==> config.mk <==
export PLATFORM = sky130hd
export DESIGN_NAME = semafor_ctrl
export DESIGN_NICKNAME = d
export VERILOG_FILES = /design/src/rtl/semafor_pkg.sv /design/src/rtl/semafor_tick_gen.sv /design/src/rtl/semafor_ctrl.sv
export SDC_FILE = /design/constraint.sdc
export NUM_CORES = 1
export LEC_CHECK = 0
export CORE_MARGIN = 2
export CORE_UTILIZATION = 45
export CTS_CLUSTER_DIAMETER = 150
export DETAILED_ROUTE_END_ITERATION = 10
export PLACE_DENSITY = 0.67
export SETUP_SLACK_MARGIN = 0.5
export SLEW_MARGIN = 20
export SYNTH_ARGS = -nofsm -noshare
export SYNTH_HDL_FRONTEND = slang
export SYNTH_SLANG_ARGS = --single-unit
export TNS_END_PERCENT = 1
==> constraint.sdc <==
create_clock -name clk -period 2.2 [get_ports clk]
set_input_delay 0.55 -clock clk [delete_from_list [all_inputs] [get_ports clk]]
set_output_delay 0.55 -clock clk [all_outputs]
set_load 0.02 [all_outputs]
==> src/rtl/semafor_pkg.sv <==
// Shared types for the car/pedestrian traffic-light controller.
// State codes, lamp bundle, timer width and the lamp decoder.
package semafor_pkg;

    localparam int TIMER_W = 8;

    typedef enum logic [2:0] {
        S_INIT  = 3'd0,
        S_CG    = 3'd1,
        S_CY    = 3'd2,
        S_AR1   = 3'd3,
        S_PG    = 3'd4,
        S_PB    = 3'd5,
        S_AR2   = 3'd6,
        S_NIGHT = 3'd7
    } state_t;

    typedef struct packed {
        logic car_red;
        logic car_yellow;
        logic car_green;
        logic ped_red;
        logic ped_green;
    } lamps_t;

    localparam lamps_t LAMPS_RESET = 5'b10010;

    // ph is bit 0 of the state timer: 0 on the first tick
    // of a state, so blinking lamps start lit.
    function automatic lamps_t lamp_decode(
        input state_t s,
        input logic   ph
    );
        lamps_t l;
        l = '0;
        unique case (s)
            S_CG: begin
                l.car_green = 1'b1;
                l.ped_red   = 1'b1;
            end
            S_CY: begin
                l.car_yellow = 1'b1;
                l.ped_red    = 1'b1;
            end
            S_PG: begin
                l.car_red   = 1'b1;
                l.ped_green = 1'b1;
            end
            S_PB: begin
                l.car_red   = 1'b1;
                l.ped_green = ~ph;
            end
            S_NIGHT: begin
                l.car_yellow = ~ph;
            end
            default: begin
                l.car_red = 1'b1;
                l.ped_red = 1'b1;
            end
        endcase
        return l;
    endfunction

endpackage

==> src/rtl/semafor_tick_gen.sv <==
// Prescaler producing a one-clk tick every TICK_DIV clocks.
// Ports: clk, rst_n (async, active low) -> tick.
module semafor_tick_gen #(
    parameter int TICK_DIV = 10
) (
    input  logic clk,
    input  logic rst_n,
    output logic tick
);

    localparam int CW = $clog2(TICK_DIV);
    localparam logic [CW-1:0] LAST = CW'(TICK_DIV - 1);

    logic [CW-1:0] cnt;

    assign tick = (cnt == LAST);

    always_ff @(posedge clk or negedge rst_n) begin
        if (!rst_n) begin
            cnt <= '0;
        end else if (tick) begin
            cnt <= '0;
        end else begin
            cnt <= cnt + 1'b1;
        end
    end

endmodule

==> src/rtl/semafor_ctrl.sv <==
// Traffic-light controller: one car lane, one pedestrian crossing,
// latched pedestrian requests and a flashing night mode.
// Ports: clk, rst_n (async, active low), ped_req, night in;
//        car_red/yellow/green, ped_red/green, ped_wait, state_o out.
module semafor_ctrl
    import semafor_pkg::*;
#(
    parameter int TICK_DIV    = 10,
    parameter int T_MIN_GREEN = 8,
    parameter int T_YELLOW    = 3,
    parameter int T_ALLRED    = 2,
    parameter int T_PED       = 6,
    parameter int T_BLINK     = 4
) (
    input  logic       clk,
    input  logic       rst_n,
    input  logic       ped_req,
    input  logic       night,
    output logic       car_red,
    output logic       car_yellow,
    output logic       car_green,
    output logic       ped_red,
    output logic       ped_green,
    output logic       ped_wait,
    output logic [2:0] state_o
);

    typedef logic [TIMER_W-1:0] tmr_t;

    localparam tmr_t L_MG  = tmr_t'(T_MIN_GREEN - 1);
    localparam tmr_t SAT   = tmr_t'(T_MIN_GREEN);
    localparam tmr_t L_Y   = tmr_t'(T_YELLOW - 1);
    localparam tmr_t L_AR  = tmr_t'(T_ALLRED - 1);
    localparam tmr_t L_PED = tmr_t'(T_PED - 1);
    localparam tmr_t L_BL  = tmr_t'(T_BLINK - 1);

    logic   tick;
    state_t state_q, state_d;
    tmr_t   timer_q, timer_d;
    logic   pw_q, pw_d;
    lamps_t lamps_q, lamps_d;

    semafor_tick_gen #(
        .TICK_DIV (TICK_DIV)
    ) u_tick (
        .clk   (clk),
        .rst_n (rst_n),
        .tick  (tick)
    );

    always_ff @(posedge clk or negedge rst_n) begin
        if (!rst_n) begin
            state_q <= S_INIT;
            timer_q <= '0;
            pw_q    <= 1'b0;
            lamps_q <= LAMPS_RESET;
        end else begin
            state_q <= state_d;
            timer_q <= timer_d;
            pw_q    <= pw_d;
            lamps_q <= lamps_d;
        end
    end

    always_comb begin
        state_d = state_q;
        timer_d = timer_q;
        pw_d    = pw_q;

        if (ped_req && state_q != S_PG
                    && state_q != S_PB) begin
            pw_d = 1'b1;
        end

        if (tick) begin
            timer_d = timer_q + 1'b1;
            unique case (state_q)
                S_INIT: begin
                    if (timer_q == L_AR) state_d = S_CG;
                end
                S_CG: begin
                    // Hold at SAT so a long green never wraps
                    if (timer_q == SAT) timer_d = SAT;
                    if (timer_q >= L_MG) begin
                        if (night)     state_d = S_NIGHT;
                        else if (pw_q) state_d = S_CY;
                    end
                end
                S_CY: begin
                    if (timer_q == L_Y) state_d = S_AR1;
                end
                S_AR1: begin
                    if (timer_q == L_AR) state_d = S_PG;
                end
                S_PG: begin
                    if (timer_q == L_PED) state_d = S_PB;
                end
                S_PB: begin
                    if (timer_q == L_BL) state_d = S_AR2;
                end
                S_AR2: begin
                    if (timer_q == L_AR) state_d = S_CG;
                end
                S_NIGHT: begin
                    if (!night) state_d = S_INIT;
                end
                default: state_d = S_INIT;
            endcase
            if (state_d != state_q) timer_d = '0;
        end

        // Entering the walk phase serves the pending request
        if (state_d == S_PG && state_q != S_PG) begin
            pw_d = 1'b0;
        end

        lamps_d = lamp_decode(state_d, timer_d[0]);
    end

    assign car_red    = lamps_q.car_red;
    assign car_yellow = lamps_q.car_yellow;
    assign car_green  = lamps_q.car_green;
    assign ped_red    = lamps_q.ped_red;
    assign ped_green  = lamps_q.ped_green;
    assign ped_wait   = pw_q;
    assign state_o    = state_q;

endmodule

== Yosys cells after proc, flatten, opt, wreduce, memory -nomap -nowiden ==
Cells that the tools add are included.

* Logic and storage cells: 67
* Bits of input ports: 4
* Output and inout bits: 9
* Bits in registers: 21

* Reduce and logical (&&, ||, !) cells: 8
* Muxes and demuxes: 24
* Order comparisons: 1
* Bitwise gates (word level): 1
* Add/sub/neg operators: 2
* Equal/unequal tests: 21

{| class="wikitable"
|+ Operator list
! operator !! number
|-
| $mux 3 || 11
|-
| $mux 8 || 3
|-
| $eq 3x3->1 const B || 7
|-
| $pmux 3 s7 || 1
|-
| $eq 8x2->1 const B || 2
|-
| $eq 3x2->1 const B || 3
|-
| $add 8x1->8 const B || 1
|-
| $eq 8x1->1 const B || 1
|-
| $eq 8x3->1 const B || 1
|-
| $eq 8x4->1 const B || 1
|-
| $ge 8x3->1 const B || 1
|-
| $eq 3x1->1 const B || 2
|-
| $mux 1 || 6
|-
| $ne 3x3->1 const B || 2
|-
| $reduce_or 3->1 || 2
|-
| $add 4x1->4 const B || 1
|-
| $eq 4x4->1 const B || 1
|-
| $mux 4 || 1
|-
| $pmux 1 s2 || 2
|-
| $logic_and 1x1->1 || 3
|-
| $logic_not 3->1 || 1
|-
| $ne 3x3->1 || 1
|-
| $reduce_bool 2->1 || 1
|-
| $reduce_or 2->1 || 1
|-
| $not 1->1 || 1
|}

== Longest topological paths before layout ==
Gate-level depths: netlist (run 1).

* Word-level depth: 10
* Mapped depth: 9
* Gate-level depth less buffers: 9

== Hierarchy ==
A second synthesis (run 1) with hierarchy kept.

* Cells, all modules: 139
* Area total of the unflattened synthesis: 1362.6 um2

{| class="wikitable"
|+ Modules (own cells, without submodules)
! module !! cells each !! seq. area each (um2) !! instances !! area an instance (um2)
|-
| semafor_ctrl || 124 || 427.9 || 1 || 1191.1
|-
| semafor_tick_gen || 15 || 100.1 || 1 || 171.4
|}

== Worst setup path after synthesis (run 1) ==
Ideal clock, no wire load.

* Kind: reg-to-reg
* Start: reg timer_q[4]
* End: reg lamps_q (netlist bit car_yellow)
* Period minus slack after synthesis: 2.225 ns
* Path slack: -0.025 ns
* Stages on the path, launching flop included: 8
* Required time: 2.080 ns
* Data arrival time: 2.105 ns
* Buffers on the path: 0
* Setup time: 0.120 ns
* Cells stage by stage: dfrtp_1 or4_4 o41ai_4 a211oi_2 o211ai_4 inv_4 and4b_4 a31o_1

{| class="wikitable"
|+ RTL lines
! element !! RTL line !! RTL
|-
| start: declaration || semafor_ctrl.sv:39 || <nowiki>tmr_t timer_q, timer_d;</nowiki>
|-
| start signal: assignment || semafor_ctrl.sv:59 || <nowiki>timer_q <= timer_d;</nowiki>
|-
| end signal: assignment || semafor_ctrl.sv:61 || <nowiki>lamps_q <= lamps_d;</nowiki>
|-
| end: declaration || semafor_ctrl.sv:41 || <nowiki>lamps_t lamps_q, lamps_d;</nowiki>
|}

==> metrics.yaml, run 1 <==
vias: 1345
worst_setup_path_end_kind: "register"
grt_pass1_wl_um: 6040
holdPathEnd: "u_tick.cnt[0]$_DFF_PN0_"
crit_chain: "or4_4, o41ai_4, a211oi_2, buf_4, o211ai_4, inv_4, and4b_4, a31o_1"
power.leakage_nw: 0.886
dp_hpwl_um: 2690
crit_required_ns: 2.41
slew_viol_final: 0
synth_most_common_cell: "dfrtp_1"
yosysTopAreaCellShare: 0.338
ys_types: 55
synthAdderAreaFrac: 0.0356
synth_area_leaders: "dfrtp_1 (34%), nand2_1 (4.5%), dfstp_2 (3.7%)"
finalClockSkew_ns: 0.00942
final.period_utilization: 1.03
routedWlPerCell_um: 15.6
cp_max_fo: 4
drc_errors: 0
initial_core_util: 0.468
crit_family: "compound AO/OA/AOI/OAI gates"
yosysTopAreaCell: "dfrtp_1"
clkSinkCount: 21
criticalPathCategory: "register to register"
tightest_slew_ns: 0.370
firstDrtPassIters: 4
core.rowCount: 20
cp-start-kind: "register"
rsz0062_at_grt: "yes"
period_needed_ns: 2.27
ff2ff_setup_slack_ns: -0.07
cts_tree: "built"
root_buffer: "clkbuf_4"
cp_slowest_cell: "or4_4"
die_h_um: 59.9
synth_simple_gate_area_share: 0.254
syn_avg_cell_area_um2: 9.25
synthMuxAreaShare: 0.0222
synth_top_family_by_area: "simple AND/OR/NAND/NOR gates"
syn_area_um2: 1410
worstReg2RegStart: "timer_q[7]$_DFFE_PN0N_"
path_buf_inv: 2
post-route-util: 0.632
stdcell_area_um2: 1900
rr_endpoint: "car_yellow$_DFF_PN0_"
synth_compound_area_frac: 0.250
yosys-top-cells-count: "dfrtp_1 (19), nand2_1 (17), inv_1 (10), nor2_1 (10)"
whs_path_depth: 2
finalSetupViolCount: 9
clock_latency_ns: 0.31
core_um2: 3000
hold_viol: 0
synthCells: 152
num_io_pins: 13
vdd_drop_max_v: 0.000294
synth_edf_count: 0
grtUsageTotal: 0.222
hp-class: "register to register"
finalWeightedCongestion: 0.879
syn-num-nets: 160
io_buffers: 12
seq_area_frac_synth: 0.375
fmax_mhz: 440
syn_to_final_growth_pct: 34.9
synthFlopType: "dfrtp_1"
hp-start: "u_tick.cnt[0]$_DFF_PN0_"
critPathArrivalTime_ns: 2.49
setup_ws_ns: -0.0743
dieArea_um2: 3590
cts_made_buffers: 3
vias_per_cell: 5.85
drive_above_1_share: 0.381
holdBufCountCts: 0
status: "complete, but fails checks"
ant_nets: 0
maxCapViolCount: 0
grt_max_degree: 22
worstSetupStartpoint: "timer_q[7]$_DFFE_PN0N_"
n_antenna_cell: 0
drt-initial-drc-count: 51
synth_xor_area_frac: 0.0125
finalNetCount: 206
wl_um: 3580
antenna_found_initial: 0
h-tree-depth: 1
die_w_um: 59.9
cpPeakStageDelay_ns: 0.56
ys_warn_count: 0
violations: "setup timing"
power_density_nw_per_um2: 315
path_clk_slew_ns: 0.13
ff2ff_path_depth: 8
slew_headroom: 0.747
clockBufferDepth: 2
synthArstFlopShare: 1.00
grt_pass1_vias: 1332
synth-seq-cells: 21
globalRoute.totalOverflow: 0
post_dp_cell_area_um2: 1820
## cell usage in the layout (no fill, tap or decap), drive strengths merged, types with 3 or more instances in the layout
cell type,synthesis,routed
dfrtp,19,19
nor2,10,10
o211ai,3,3
a31oi,3,3
clkbuf,6,5
clkdlybuf4s50,0,3
inv,11,11
nand3,7,7
dlygate4sd2,0,4
nand2b,3,3
a21boi,3,3
a21oi,7,7
o21ai,8,8
ha,4,4
a211oi,5,5
buf,1,39
nand2,17,17
## report_power, final
part | switching [mW] | total [mW] | leakage (nW) | internal, mW
clock network | 0.123 | 0.191 | 0.0177 | 0.0677
logic | 0.0109 | 0.0204 | 0.629 | 0.00950
registers | 0 | 0.386 | 0.240 | 0.386
## area by class of cell
type | instances | area [um^2]
clock buffers | 3 | 22.5
clock inverters | 1 | 5.00
fillers | 267 | 1110
inverters | 11 | 43.8
multi-input cells | 113 | 867
flip-flops and latches | 21 | 529
well taps | 33 | 41.3
repair buffers | 48 | 388
## worst max path at each step
stage / end / slack [ns] / depth (start not counted)
floorplan: car_yellow$_DFF_PN0_ / 0.04 / 7
global placement: car_yellow$_DFF_PN0_ / -0.14 / 9
detailed placement: car_yellow$_DFF_PN0_ / -0.20 / 9
CTS: car_yellow$_DFF_PN0_ / -0.07 / 8
global route: car_yellow$_DFF_PN0_ / -0.15 / 8
finish: car_yellow$_DFF_PN0_ / -0.07 / 8
## timing repair
action	CTS	global route
setup endpoints to repair	26	21
setup buffers	1	0
pin swaps	11	5
gates resized for setup	26	16
## registers in the layout (all words and copies together) (netlist names)
register	count
car_green	1
car_red	1
car_yellow	1
ped_green	1
ped_red	1
ped_wait	1
state_o	3
timer_q	8
u_tick.cnt	4
## worst reg2reg max path, stage by stage (launching register included)
cell	delay (ns)
dfrtp_1	0.40
or4_4	0.56
o41ai_4	0.27
a211oi_2	0.14
buf_4	0.16
o211ai_4	0.22
inv_4	0.06
and4b_4	0.21
a31o_1	0.18
## stage by stage
step / worst slack, ns / hold slack [ns] / setup TNS [ns] / power, mW / std cells
2_1_floorplan: 0.0432 / 0.254 / 0 / 0.396 / 152
3_3_place_gp: -0.136 / 0.526 / -1.03 / 0.414 / 225
3_5_place_dp: -0.196 / 0.539 / -1.54 / 0.414 / 225
4_1_cts: -0.0673 / 0.558 / -0.150 / 0.601 / 230
5_1_grt: -0.148 / 0.569 / -1.17 / 0.624 / 230
6_report: -0.0743 / 0.555 / -0.279 / 0.597 / 230
## kinds of logic (layout without fill, tap and decap cells)
family                   after synthesis  in the layout
AO/OA/AOI/OAI                         43             43
flip-flops                            21             21
adder cells (fa/ha/maj)                4              4
multiplexers                           3              3
XOR/XNOR                               2              2
buffers and inverters                 18             63
AND/OR/NAND/NOR                       61             61
## routing by layer
metal | up-vias | routed length (um) | track usage
met5 | - | 0 | 0
met2 | 32 | 1790 | 0.362
met3 | 6 | 134 | 0.0238
met1 | 661 | 1600 | 0.293
met4 | 0 | 50 | 0.105
li1 | 646 | - | -
(Power assumes the default switching activity.)
==> run 2, diff against run 1 <==
--- a/config.mk
+++ b/config.mk
@@ -11,6 +11,7 @@
 export DETAILED_ROUTE_END_ITERATION = 10
 export PLACE_DENSITY = 0.67
 export SETUP_SLACK_MARGIN = 0.5
+export SKIP_CTS_REPAIR_TIMING = 1
 export SLEW_MARGIN = 20
 export SYNTH_ARGS = -nofsm -noshare
 export SYNTH_HDL_FRONTEND = slang
==> run 2 against run 1 <==
Effect of this change: largest cell class unchanged; routed wire length shrank 2.3%; register-to-register slack worse by 0.05 ns; non-clock buffer count is the same; clock skew down 0.0044 ns; the run still ends with setup timing left; first-iteration DRC count up 86%; total power shrank 0.62%; design area decreased by 0.92%; combinational power barely moved; global-route usage decreased by 0.67 points; cell count did not move; critical endpoint unchanged; clock-buffer cell count unchanged; sequential cell count unchanged.
==> metrics.yaml, run 2 (same netlist as run 1, synthesis figures left out) <==
globalRoute.totalOverflow: 0  # unchanged
swShare: 0.220  # -0.00475
firstDrtPassIters: 4  # unchanged
criticalPathCategory: "register to register"
cp_max_fo: 4  # unchanged
cp-start-kind: "register"
fin_cells: 230  # unchanged
die_h_um: 59.9  # unchanged
vias_per_cell: 5.86  # +0.22%
p_sw_uw: 130  # -2.7%
critPathArrivalTime_ns: 2.53  # +0.04 ns
finalNetCount: 206  # unchanged
period_needed_ns: 2.33  # +0.0522 ns
finalSetupViolCount: 9  # unchanged
grt_pass1_wl_um: 5890  # -2.5%
setup_ws_ns: -0.126  # -0.0522 ns
h-tree-depth: 1  # unchanged
regArea_um2: 528  # -0.24%
final_common_cell: "buf_4"
slew_headroom: 0.750  # +0.00290
io_buffers: 12  # unchanged
p_int_uw: 463  # about the same
cts_tree: "built"
root_buffer: "clkbuf_4"
vias: 1348  # +0.22%
post-route-util: 0.626  # -0.00583
preCtsSetupSlack_ns: -0.196  # unchanged
syn_to_final_growth_pct: 33.6
slew_viol_final: 0  # unchanged
antenna_found_initial: 0  # unchanged
largest_reg_flops: 8  # unchanged
wl_um: 3500  # -2.3%
drt-initial-drc-count: 95  # +86%
dieArea_um2: 3590  # unchanged
num_io_pins: 13  # unchanged
hp-class: "register to register"
path_clk_slew_ns: 0.12  # about the same
maxCapViolCount: 0  # unchanged
tightest_slew_ns: 0.366  # -0.00425 ns
grtUsageTotal: 0.215  # -0.00674
hold_viol: 0  # unchanged
post_dp_cell_area_um2: 1820  # unchanged
setup-tns-final_ns: -0.524  # -0.245 ns
dp_hpwl_um: 2690  # unchanged
ant_nets: 0  # unchanged
rsz0062_at_grt: "yes"
p_total_uw: 594  # -0.62%
grt_pass1_vias: 1311  # -1.6%
clock_latency_ns: 0.30  # about the same
crit_required_ns: 2.41  # about the same
finalClockSkew_ns: 0.00497  # -0.00444 ns
clkSinkCount: 21  # unchanged
cts_made_buffers: 3  # unchanged
final.period_utilization: 1.06  # +0.0237
drive_above_1_share: 0.315  # -0.0660
die_w_um: 59.9  # unchanged
clockBufferDepth: 2  # unchanged
drc_errors: 0  # unchanged
seq_power_share: 0.650  # +0.004
layout_common_cells: "buf_4 (35), dfrtp_1 (19), nand2_1 (16), inv_1 (10), nor2_1 (10)"
routedWlPerCell_um: 15.2  # -2.3%
fmax_mhz: 430  # -2.2%
initial_core_util: 0.468  # unchanged
finalWeightedCongestion: 0.879  # unchanged
stdcell_area_um2: 1880  # -0.92%
n_antenna_cell: 0  # unchanged
top_register: "timer_q"
hold_slack_ns: 0.555  # +0.000318 ns
combPwrFrac: 0.034  # about the same
power_density_nw_per_um2: 316  # +0.31%
worst_setup_path_end_kind: "register"
multi_input_area_um2: 818  # -5.6%
vdd_drop_max_v: 0.000281  # -4.4%
p_clk_frac: 0.316  # -0.004
fill_cells: 266  # -0.37%
placed_cells: 225  # unchanged
core.rowCount: 20  # unchanged
grt_max_degree: 22  # unchanged
power.leakage_nw: 0.927  # +4.7%
core_um2: 3000  # unchanged
violations: "setup timing"
status: "complete, but fails checks"
[run 2: final timing paths]
kind / start / to / slack [ns] / depth (start not counted)
worst max-delay path: timer_q[7]$_DFFE_PN0N_ / car_yellow$_DFF_PN0_ / -0.13 / 8
worst min-delay path: u_tick.cnt[0]$_DFF_PN0_ / u_tick.cnt[0]$_DFF_PN0_ / 0.56 / 2
worst max register to register: timer_q[7]$_DFFE_PN0N_ / car_yellow$_DFF_PN0_ / -0.13 / 8
worst min register to register: u_tick.cnt[0]$_DFF_PN0_ / u_tick.cnt[0]$_DFF_PN0_ / 0.56 / 2
max in group asynchronous: rst_n / ped_red$_DFF_PN1_ / 1.35 / 2
min in group asynchronous: rst_n / timer_q[6]$_DFFE_PN0N_ / 0.57 / 2
[run 2: area by class of cell]
type,count,share of cell area
clock buffers,3,0.0120
well taps,33,0.0220
clock inverters,1,0.00266
inverters,11,0.0233
flip-flops and latches,21,0.281
repair buffers,48,0.224
multi-input cells,113,0.435
[run 2: worst max-delay path, stage by stage (launching register included)]
cell and delay [ns]:
dfrtp_1 0.40, or4_4 0.57, o41ai_4 0.27, a211oi_2 0.16, buf_4 0.16, o211ai_4 0.24, inv_4 0.06, and4b_4 0.21
a31o_1 0.17
[run 2: layer usage]
| layer | part of all wire | routed length [um] | track usage |
|---|---|---|---|
| met3 | 0.037 | 129 | 0.0238 |
| met2 | 0.52 | 1810 | 0.349 |
| met1 | 0.44 | 1530 | 0.288 |
| met4 | 0.0089 | 31 | 0.0952 |
| met5 | 0 | 0 | 0 |
[run 2: power by group through the flow]
stage          sequential, mW  combinational, mW  clock [mW]
6_report                0.386             0.0202       0.187
5_1_grt                 0.386             0.0227       0.214
3_3_place_gp            0.393             0.0202           0
3_5_place_dp            0.393             0.0204           0
2_1_floorplan           0.393            0.00237           0
4_1_cts                 0.386             0.0206       0.195
==> run 3, diff against run 2 <==
==> constraint.sdc (replaced) <==
create_clock -name clk -period 2.2 [get_ports clk]
set_input_delay 0.44 -clock clk [delete_from_list [all_inputs] [get_ports clk]]
set_output_delay 0.44 -clock clk [all_outputs]
set_load 0.02 [all_outputs]
==> run 3 against run 2 <==
Effect of this change: the flow still finishes with violations (setup timing); register-to-register slack got worse by 0.08 ns; die area did not move; combinational power fell by 6%; setup slack got worse by 0.079 ns; hold slack got worse by 0.088 ns; non-clock buffer count fell by 2; critical endpoint unchanged; largest cell class unchanged.
==> metrics.yaml, run 3 (same netlist as run 1, synthesis figures left out) <==
status: "complete, but fails checks"
violations: "setup timing"
stdcell_area_um2: 1870  # -0.47%
die_w_um: 59.9  # unchanged
grt_max_degree: 22  # unchanged
critPathArrivalTime_ns: 2.61  # +0.08 ns
finalWeightedCongestion: 0.940  # +6.9%
clockBufferDepth: 2  # unchanged
hold_slack_ns: 0.467  # -0.0882 ns
finalSetupViolCount: 11  # +2
firstDrtPassIters: 4  # unchanged
vias: 1332  # -1.2%
grtUsageTotal: 0.200  # -0.0152
slew_viol_final: 0  # unchanged
rsz0062_at_grt: "yes"
antenna_found_initial: 0  # unchanged
final_common_cell: "buf_4"
placed_cells: 220  # -2.2%
multi_input_area_um2: 835  # +2.0%
tightest_slew_ns: 0.412  # +0.0467 ns
routedWlPerCell_um: 15.1  # -0.79%
crit_required_ns: 2.40  # about the same
worstReg2RegStart: "timer_q[4]$_DFFE_PN0N_"
clkSinkCount: 21  # unchanged
top_register: "timer_q"
setup-tns-final_ns: -1.21  # -0.683 ns
criticalPathCategory: "register to register"
setup_ws_ns: -0.206  # -0.0795 ns
period_needed_ns: 2.41  # +0.0795 ns
power.leakage_nw: 0.914  # -1.4%
clock_latency_ns: 0.30  # about the same
power_density_nw_per_um2: 318  # +0.58%
ff2ff_setup_slack_ns: -0.21  # -0.08 ns
grt_pass1_vias: 1196  # -8.8%
drt-initial-drc-count: 67  # -29%
finalNetCount: 204  # -0.97%
ant_nets: 0  # unchanged
grt_pass1_wl_um: 5420  # -8.1%
syn_to_final_growth_pct: 33.0
wl_um: 3440  # -1.7%
path_clk_slew_ns: 0.12  # about the same
core_um2: 3000  # unchanged
layout_common_cells: "buf_4 (34), dfrtp_1 (19), nand2_1 (17), inv_1 (10), nor2_1 (10)"
maxCapViolCount: 0  # unchanged
preCtsSetupSlack_ns: -0.107  # +0.0888 ns
cp_max_fo: 4  # unchanged
cts_made_buffers: 3  # unchanged
initial_core_util: 0.468  # unchanged
cts_tree: "built"
die_h_um: 59.9  # unchanged
drc_errors: 0  # unchanged
globalRoute.totalOverflow: 0  # unchanged
dieArea_um2: 3590  # unchanged
fin_cells: 228  # -0.87%
fmax_mhz: 416  # -3.3%
final.period_utilization: 1.09  # +0.0361
finalClockSkew_ns: 0.00162  # -0.00336 ns
fill_cells: 257  # -3.4%
hold_viol: 0  # unchanged
drive_above_1_share: 0.303  # -0.0122
post_dp_cell_area_um2: 1770  # -2.8%
n_antenna_cell: 0  # unchanged
root_buffer: "clkbuf_4"
h-tree-depth: 1  # unchanged
io_buffers: 12  # unchanged
post-route-util: 0.623  # -0.00292
dp_hpwl_um: 2600  # -3.1%
core.rowCount: 20  # unchanged
vdd_drop_max_v: 0.000210  # -25%
slew_headroom: 0.718  # -0.0320
cp-start-kind: "register"
num_io_pins: 13  # unchanged
ff2ff_path_depth: 8  # unchanged
worstSetupStartpoint: "timer_q[4]$_DFFE_PN0N_"
vias_per_cell: 5.84  # -0.32%
regArea_um2: 528  # unchanged
rr_endpoint: "car_yellow$_DFF_PN0_"
largest_reg_flops: 8  # unchanged
hp-class: "input pin to async pin"
p_total_uw: 594  # +0.11%
worst_setup_path_end_kind: "register"
run 3: worst max path at each step:
stage	to	slack, ns	cells after the start
finish	car_yellow$_DFF_PN0_	-0.21	8
global route	car_red$_DFF_PN1_	-0.24	9
CTS	car_yellow$_DFF_PN0_	-0.12	8
detailed placement	car_yellow$_DFF_PN0_	-0.11	8
global placement	car_yellow$_DFF_PN0_	-0.04	8
floorplan	car_yellow$_DFF_PN0_	0.04	7
run 3: critical path: stages (launching register included):
cell and delay [ns]:
dfrtp_1 0.40, or4_4 0.57, o41ai_4 0.38, a211oi_2 0.15
buf_4 0.16, o211ai_4 0.21, inv_4 0.06, and4b_4 0.20
a31o_1 0.18
run 3: layer usage:
layer | wire [um] | global-route usage
met1 | 1610 | 0.275
met2 | 1680 | 0.328
met3 | 112 | 0.0238
met4 | 34 | 0.0635
met5 | 0 | 0
run 3: cell type report:
class | count | area share
Multi-Input combinational cell | 113 | 0.446
Clock buffer | 3 | 0.0120
Clock inverter | 1 | 0.00268
Tap cell | 33 | 0.0221
Sequential cell | 21 | 0.282
Timing Repair Buffer | 46 | 0.211
Inverter | 11 | 0.0234
run 3: where the power goes:
group	internal (mW)	switching, mW	total [mW]
clock network	0.0677	0.122	0.189
registers	0.386	0	0.386
logic	0.00842	0.0105	0.0189
total	0.462	0.132	0.594
